===== config.mk =====
export PLATFORM = sky130hd
export DESIGN_NAME = wb_trace_monitor
export DESIGN_NICKNAME = d
export VERILOG_FILES = /design/src/rtl/wb_trace_monitor.sv
export SDC_FILE = /design/constraint.sdc
export NUM_CORES = 1
export LEC_CHECK = 0
export CAP_MARGIN = 20
export CORE_UTILIZATION = 56
export CTS_BUF_LIST = sky130_fd_sc_hd__clkbuf_4 sky130_fd_sc_hd__clkbuf_8
export CTS_CLUSTER_DIAMETER = 30
export DETAILED_ROUTE_END_ITERATION = 8
export GPL_TIMING_DRIVEN = 0
export PLACE_DENSITY = 0.85
export SLEW_MARGIN = 20
export SYNTH_ARGS = -nofsm -noshare
export SYNTH_HDL_FRONTEND = slang
export SYNTH_SLANG_ARGS = --single-unit

===== constraint.sdc =====
create_clock -name clk -period 4.9 [get_ports clk]
set_clock_uncertainty 0.1 [all_clocks]
set_input_delay 0.735 -clock clk [delete_from_list [all_inputs] [get_ports clk]]
set_output_delay 0.735 -clock clk [all_outputs]
set_load 0.05 [all_outputs]

===== src/rtl/wb_trace_monitor.sv =====
// wb_trace_monitor: writeback trace FIFO with cycle/retire/drop counters and a cycle-limited capture window
module wb_trace_monitor #(
  parameter int XLEN        = 32,
  parameter int RADDR_W     = 5,
  parameter int DEPTH       = 16,
  parameter int CNT_W       = 32,
  parameter int CYCLE_LIMIT = 15
) (
  input  logic               clk,
  input  logic               reset,
  input  logic               enable,
  input  logic               wb_valid,
  input  logic [RADDR_W-1:0] wb_rd,
  input  logic [XLEN-1:0]    wb_data,
  input  logic [XLEN-1:0]    wb_pc,
  input  logic               rd_ready,
  output logic               rd_valid,
  output logic [RADDR_W-1:0] rd_rd,
  output logic [XLEN-1:0]    rd_data,
  output logic [XLEN-1:0]    rd_pc,
  output logic [CNT_W-1:0]   cycle_count,
  output logic [CNT_W-1:0]   retire_count,
  output logic [CNT_W-1:0]   drop_count,
  output logic               full,
  output logic               empty,
  output logic               done,
  output logic               overflow
);
  localparam int AW = $clog2(DEPTH);
  localparam logic [AW:0] DEP = (AW+1)'(DEPTH);
  logic [RADDR_W+2*XLEN-1:0] mem [DEPTH];
  logic [AW-1:0] head, tail;
  logic [AW:0] occ;
  logic cap, pop, push, drop, tick;
  assign tick = enable && !done;
  assign cap = wb_valid && wb_rd != '0 && tick;
  assign pop = rd_valid && rd_ready;
  assign push = cap && (!full || pop);
  assign drop = cap && full && !pop;
  assign full = occ == DEP;
  assign empty = occ == '0;
  assign rd_valid = !empty;
  assign {rd_rd, rd_data, rd_pc} = mem[head];
  always_ff @(posedge clk)
    if (push && reset) mem[tail] <= {wb_rd, wb_data, wb_pc};
  always_ff @(posedge clk) begin
    if (!reset) begin
      head <= '0;
      tail <= '0;
      occ <= '0;
      cycle_count <= '0;
      retire_count <= '0;
      drop_count <= '0;
      done <= 1'b0;
      overflow <= 1'b0;
    end else begin
      if (push) tail <= tail + 1'b1;
      if (pop) head <= head + 1'b1;
      occ <= occ + (AW+1)'(push) - (AW+1)'(pop);
      if (tick && cycle_count != '1) cycle_count <= cycle_count + 1'b1;
      if (tick && CYCLE_LIMIT != 0 && cycle_count != '1 && cycle_count + 1'b1 == CNT_W'(CYCLE_LIMIT)) done <= 1'b1;
      if (cap && retire_count != '1) retire_count <= retire_count + 1'b1;
      if (drop && drop_count != '1) drop_count <= drop_count + 1'b1;
      if (drop) overflow <= 1'b1;
    end
  end
endmodule


* After elaboration in Yosys (flattened, before gate mapping) *
Memory sizes are Yosys's and may differ from the RTL's. A register that Yosys moved wholly into a read port is not among the register bits.
Index checks and enable logic that the tools add are counted.

word-level totals
  latch bits = 0
  memory bits (read-only) = 0
  output and inout port bits = 170
  memories = 1
  bits of input ports = 74
  memory bits (writable) = 1104
  logic and storage cells = 44
  register bits after elaboration = 111

cells by class
  multipliers = 0
  order comparisons = 0
  add/subtract/negate cells = 7
  divide/modulo/power cells = 0
  muxes and demuxes = 4
  bitwise operators = 0
  reduce and logical (&&, ||, !) cells = 19
  shift operators = 0
  eq/ne operators = 5

memories
  name  depth  width  rd ports  clocked after Yosys merged registers in  wr ports  line  source
  mem   16     69     1         1                                        1         31    logic [RADDR_W+2*XLEN-1:0] mem [DEPTH];

operators by type and width
  kind                     count
  $add A32 B1 Y32 const B  3
  $ne A32 B32 Y1 const B   3
  $eq A32 B4 Y1 const B    1
  $logic_and A1 B1 Y1      12
  $add A4 B1 Y4 const B    2
  $mux W4                  2
  $add A5 B1 Y5            1
  $eq A5 B5 Y1 const B     1
  $logic_not A5 Y1         1
  $reduce_bool A5 Y1       1
  $sub A5 B1 Y5            1
  $logic_not A1 Y1         4
  $mux W1                  2
  $logic_or A1 B1 Y1       1

* Depth between registers and ports, before layout *
  depth after elaboration = 8
  depth in mapped cells = 13
  gate-level depth less buffers = 13

* Worst setup path before layout *
OpenSTA, ideal clock, no wires.

  path kind = input port to flip-flop
  start point = input enable
  end point = memory mem[15][0] in the netlist's numbering (enable)
  setup slack = -0.333 ns
  setup time = 0.497 ns
  cell stages on the path = 5
  data required time = 4.303 ns
  buffers on the path = 0
  data arrival time = 4.637 ns
  path through = and3b_1 -> o21ai_2 -> a21oi_1 -> nand2_1 -> nor2_1

between the ends
  longest elaborated chain between the ends = 6

ends and longest elaborated chain
  item                           line  source
  from (decl)                    11    input logic enable,
  $logic_and A1 B1 Y1            35    assign tick = enable && !done;
  $logic_and A1 B1 Y1            36    assign cap = wb_valid && wb_rd != '0 && tick;
  $logic_and A1 B1 Y1            38    assign push = cap && (!full || pop);
  $logic_and A1 B1 Y1            45    if (push && reset) mem[tail] <= {wb_rd, wb_data, wb_pc};
  $mux W1                        45
  $mux W1 (not written as such)  45
  to (decl)                      31

No other way between the ends.

==> results.sh <==
export IMPL_outcome="finished clean"
export IMPL_grt_usage_pct=30.0
export IMPL_p_per_area_nw_per_um2=460
export IMPL_path_clk_slew_ns=0.05
export IMPL_first_global_vias=27517
export IMPL_die_y_microns=293
export IMPL_synth_cell_area_sq_um=47600
export IMPL_end_kind="output port"
export IMPL_htreeDepth=4
export IMPL_cts_sinks=1219
export IMPL_synth_edf_count=1104
export IMPL_synthMuxAreaShare_pct=16.5
export IMPL_dpl_cell_area_sq_um=53000
export IMPL_synth_compound_area_share_pct=1.23
export IMPL_synth_top_family_by_area="multiplexers"
export IMPL_path_max_fanout=10
export IMPL_drtAntennaViolNets=0
export IMPL_netlist_instances=2247
export IMPL_via_per_inst=6.44
export IMPL_avgSynthCellArea_sq_um=21.2
export IMPL_cts_setup_buffers=0
export IMPL_grt_max_degree=21
export IMPL_area_growth_pct=20.9
export IMPL_fin_crit_ns=4.79
export IMPL_maxSlewViolCount=0
export IMPL_ir_drop_mv=0.296
export IMPL_port_buffers=243
export IMPL_setup_viol=0
export IMPL_fp_dieW_microns=293
export IMPL_dp_slack_ns=0.159
export IMPL_cp_cell_sequence="clkbuf_1 -> buf_4 -> buf_4 -> mux4_2 -> mux4_2 -> dlygate4sd2_1"
export IMPL_place_gp_congestion=0.871
export IMPL_top_layer="met5"
export IMPL_synthTopCellsByArea="edfxtp_1, mux4_2, dfxtp_1"
export IMPL_final_area_sq_um=57500
export IMPL_synth_ff_type="edfxtp_1"
export IMPL_ys_ff_latch=1219
export IMPL_critPathKind="register to output port"
export IMPL_drt_total_wl_microns=127000
export IMPL_cts_path_max_buffers=3
export IMPL_worstHoldPathType="register to register"
export IMPL_clkLatencyLatePin_ns=0.87
export IMPL_cts_root_buf="clkbuf_8"
export IMPL_synth_nets=2337
export IMPL_tightest_slew_ns=0.991
export IMPL_post_layout_nonfiller_instances=4085
export IMPL_finalHoldViolations=0
export IMPL_pin_count=244
export IMPL_yosys_warnings=0
export IMPL_cp_required_ns=4.07
export IMPL_drive_gt1_share_pct=29.5
export IMPL_setup_tns_ns=0
export IMPL_vias=26291
export IMPL_netlist_area_leader_share_pct=69.7
export IMPL_route_detailed_drc=0
export IMPL_drtPass1Iterations=5
export IMPL_core_sq_um=83800
export IMPL_place_hpwl_microns=78200
export IMPL_grt_overflow_total=0
export IMPL_synth_cell_types=66
export IMPL_arrival_ns=3.96
export IMPL_yosys_area_share_simple_pct=4.50
export IMPL_rsz0062_at_grt="no"
export IMPL_nNetsFinal=2852
export IMPL_start_util_pct=56.7
export IMPL_dr_wl_met2_microns=63800
export IMPL_grt_first_pass_wirelength_microns=183000
export IMPL_synth_top_cell_by_area="edfxtp_1"
export IMPL_drt_met1_wl_microns=42800
export IMPL_max_cap_viol_count=0
export IMPL_cts_buffers=207
export IMPL_die_area_sq_um=86100
export IMPL_async_flop_share_pct=0
export IMPL_p_leak_nw=18.2
export IMPL_rows=106
export IMPL_yosysSeqAreaShare_pct=74.5
export IMPL_synth_xor_area_share_pct=1.69
export IMPL_dp_cells=3686
export IMPL_fmax_ghz=0.209
export IMPL_slowest_delay_ns=0.60
export IMPL_cp_slowest_cell="mux4_2"
export IMPL_cts_tree="done"
export IMPL_fin_total_pwr_mw=26.5
export IMPL_drt_iter0_drc=3543
export IMPL_maxSlewHeadroom_pct=33.9
export IMPL_wl_met3_microns=15100
export IMPL_synth_fa_ha_area_share_pct=0.437
export IMPL_antenna_found_initial=18
export IMPL_avgRoutedWirePerCell_microns=31.2
export IMPL_fin_ws_ns=0.109
export IMPL_worstSetupStartpointType="register"
export IMPL_post_route_period_util_pct=97.8
==> worst max-delay path, delay by kind of cell, from the launching register on <==
kind / cells / cell delay (ns)
buffers and inverters: 4 / 1.57
multiplexers: 2 / 1.17
flip-flops: 1 / 0.31
==> routing by layer <==
metal | global-route usage, % | vias up
li1 | - | 10478
met1 | 37.1 | 13371
met2 | 49.8 | 2064
met3 | 8.33 | 360
met4 | 13.2 | 18
met5 | 0 | -
==> flip-flops by register name, indices dropped and copies added, names as in the netlist, named ones only <==
signal and count:
cycle_count 32, done 1, drop_count 32, head 4
mem 1104, occ 5, overflow 1, retire_count 32
tail 4
==> timing repair <==
| action | 4_1_cts | 5_1_grt |
|---|---|---|
| setup endpoints to repair | 69 | 0 |
| gates resized for setup | 143 | 0 |
| hold buffers | 0 | 0 |
==> cell families after synthesis <==
group           Yosys count
compound gates           74
xor+xnor                 92
fa+ha+maj                16
buf+inv                 130
flops                  1219
mux                     351
simple gates            365
==> synth_stat cells (4+ instances only) <==
library cell,n
a21boi_0,14
a21oi_1,5
nor2_1,31
nand3b_1,4
inv_1,17
and2_1,88
nor2b_1,8
nand4_1,53
o21ai_0,19
and4_1,14
buf_1,4
or3_1,21
o211ai_1,4
a21boi_1,5
edfxtp_1,1104
buf_2,38
mux2i_1,6
nor4_1,8
xor2_1,19
xnor2_1,73
nand2_1,45
dfxtp_1,115
clkbuf_1,70
and3_1,21
nor3_1,12
mux4_2,345
ha_1,15
nand3_1,39
==> metrics by stage <==
step / util, % / hold WS [ns]
after floorplan: - / 0.425
after global placement: 61.4 / 0.358
after detailed placement: 63.2 / 0.371
after CTS: 68.6 / 0.386
after global routing: 68.6 / 0.434
final: 68.6 / 0.396
==> path summary, 6_finish.rpt <==
check            from          to  slack, ns  cells after the start
min          overflow    overflow       0.40                      2
min reg2reg  overflow    overflow       0.40                      2
max          register   rd_pc[29]       0.11                      6
max reg2reg    occ[3]  mem[9][41]       1.33                      8
==> power breakdown <==
part           internal (mW)  leakage [nW]  switching, mW
registers               11.4          10.9         0.0450
clock network           5.23          2.26           4.41
logic                   2.29          5.07           3.10
==> placed cells by master (no fill, tap or decap), types with 16 or more instances in the layout <==
master,count
clkinvlp_4,19
clkinv_2,33
clkbuf_8,208
or3_1,21
mux4_2,345
and2_1,88
xnor2_1,73
clkbuf_2,24
nand3_1,39
buf_16,30
dlygate4sd2_1,69
o21ai_0,19
edfxtp_1,1104
clkbuf_1,34
clkbuf_4,58
clkinv_1,44
xor2_1,19
buf_4,26
and3_1,21
clkdlybuf4s50_1,174
nand4_1,53
nor2_4,16
nand2_1,45
dfxtp_1,115
buf_12,32
inv_1,17
==> final cells by class <==
| type | count | area (sq um) |
|---|---|---|
| multi-input cells | 898 | 11700 |
| well taps | 1134 | 1420 |
| fillers | 4839 | 26300 |
| inverters | 17 | 63.8 |
| repair buffers | 307 | 3840 |
| diodes | 8 | 20.0 |
| clock buffers | 255 | 3220 |
| clock inverters | 135 | 1200 |
| flip-flops and latches | 1219 | 35500 |
| plain buffers | 112 | 628 |
(Power assumes the default switching activity.)
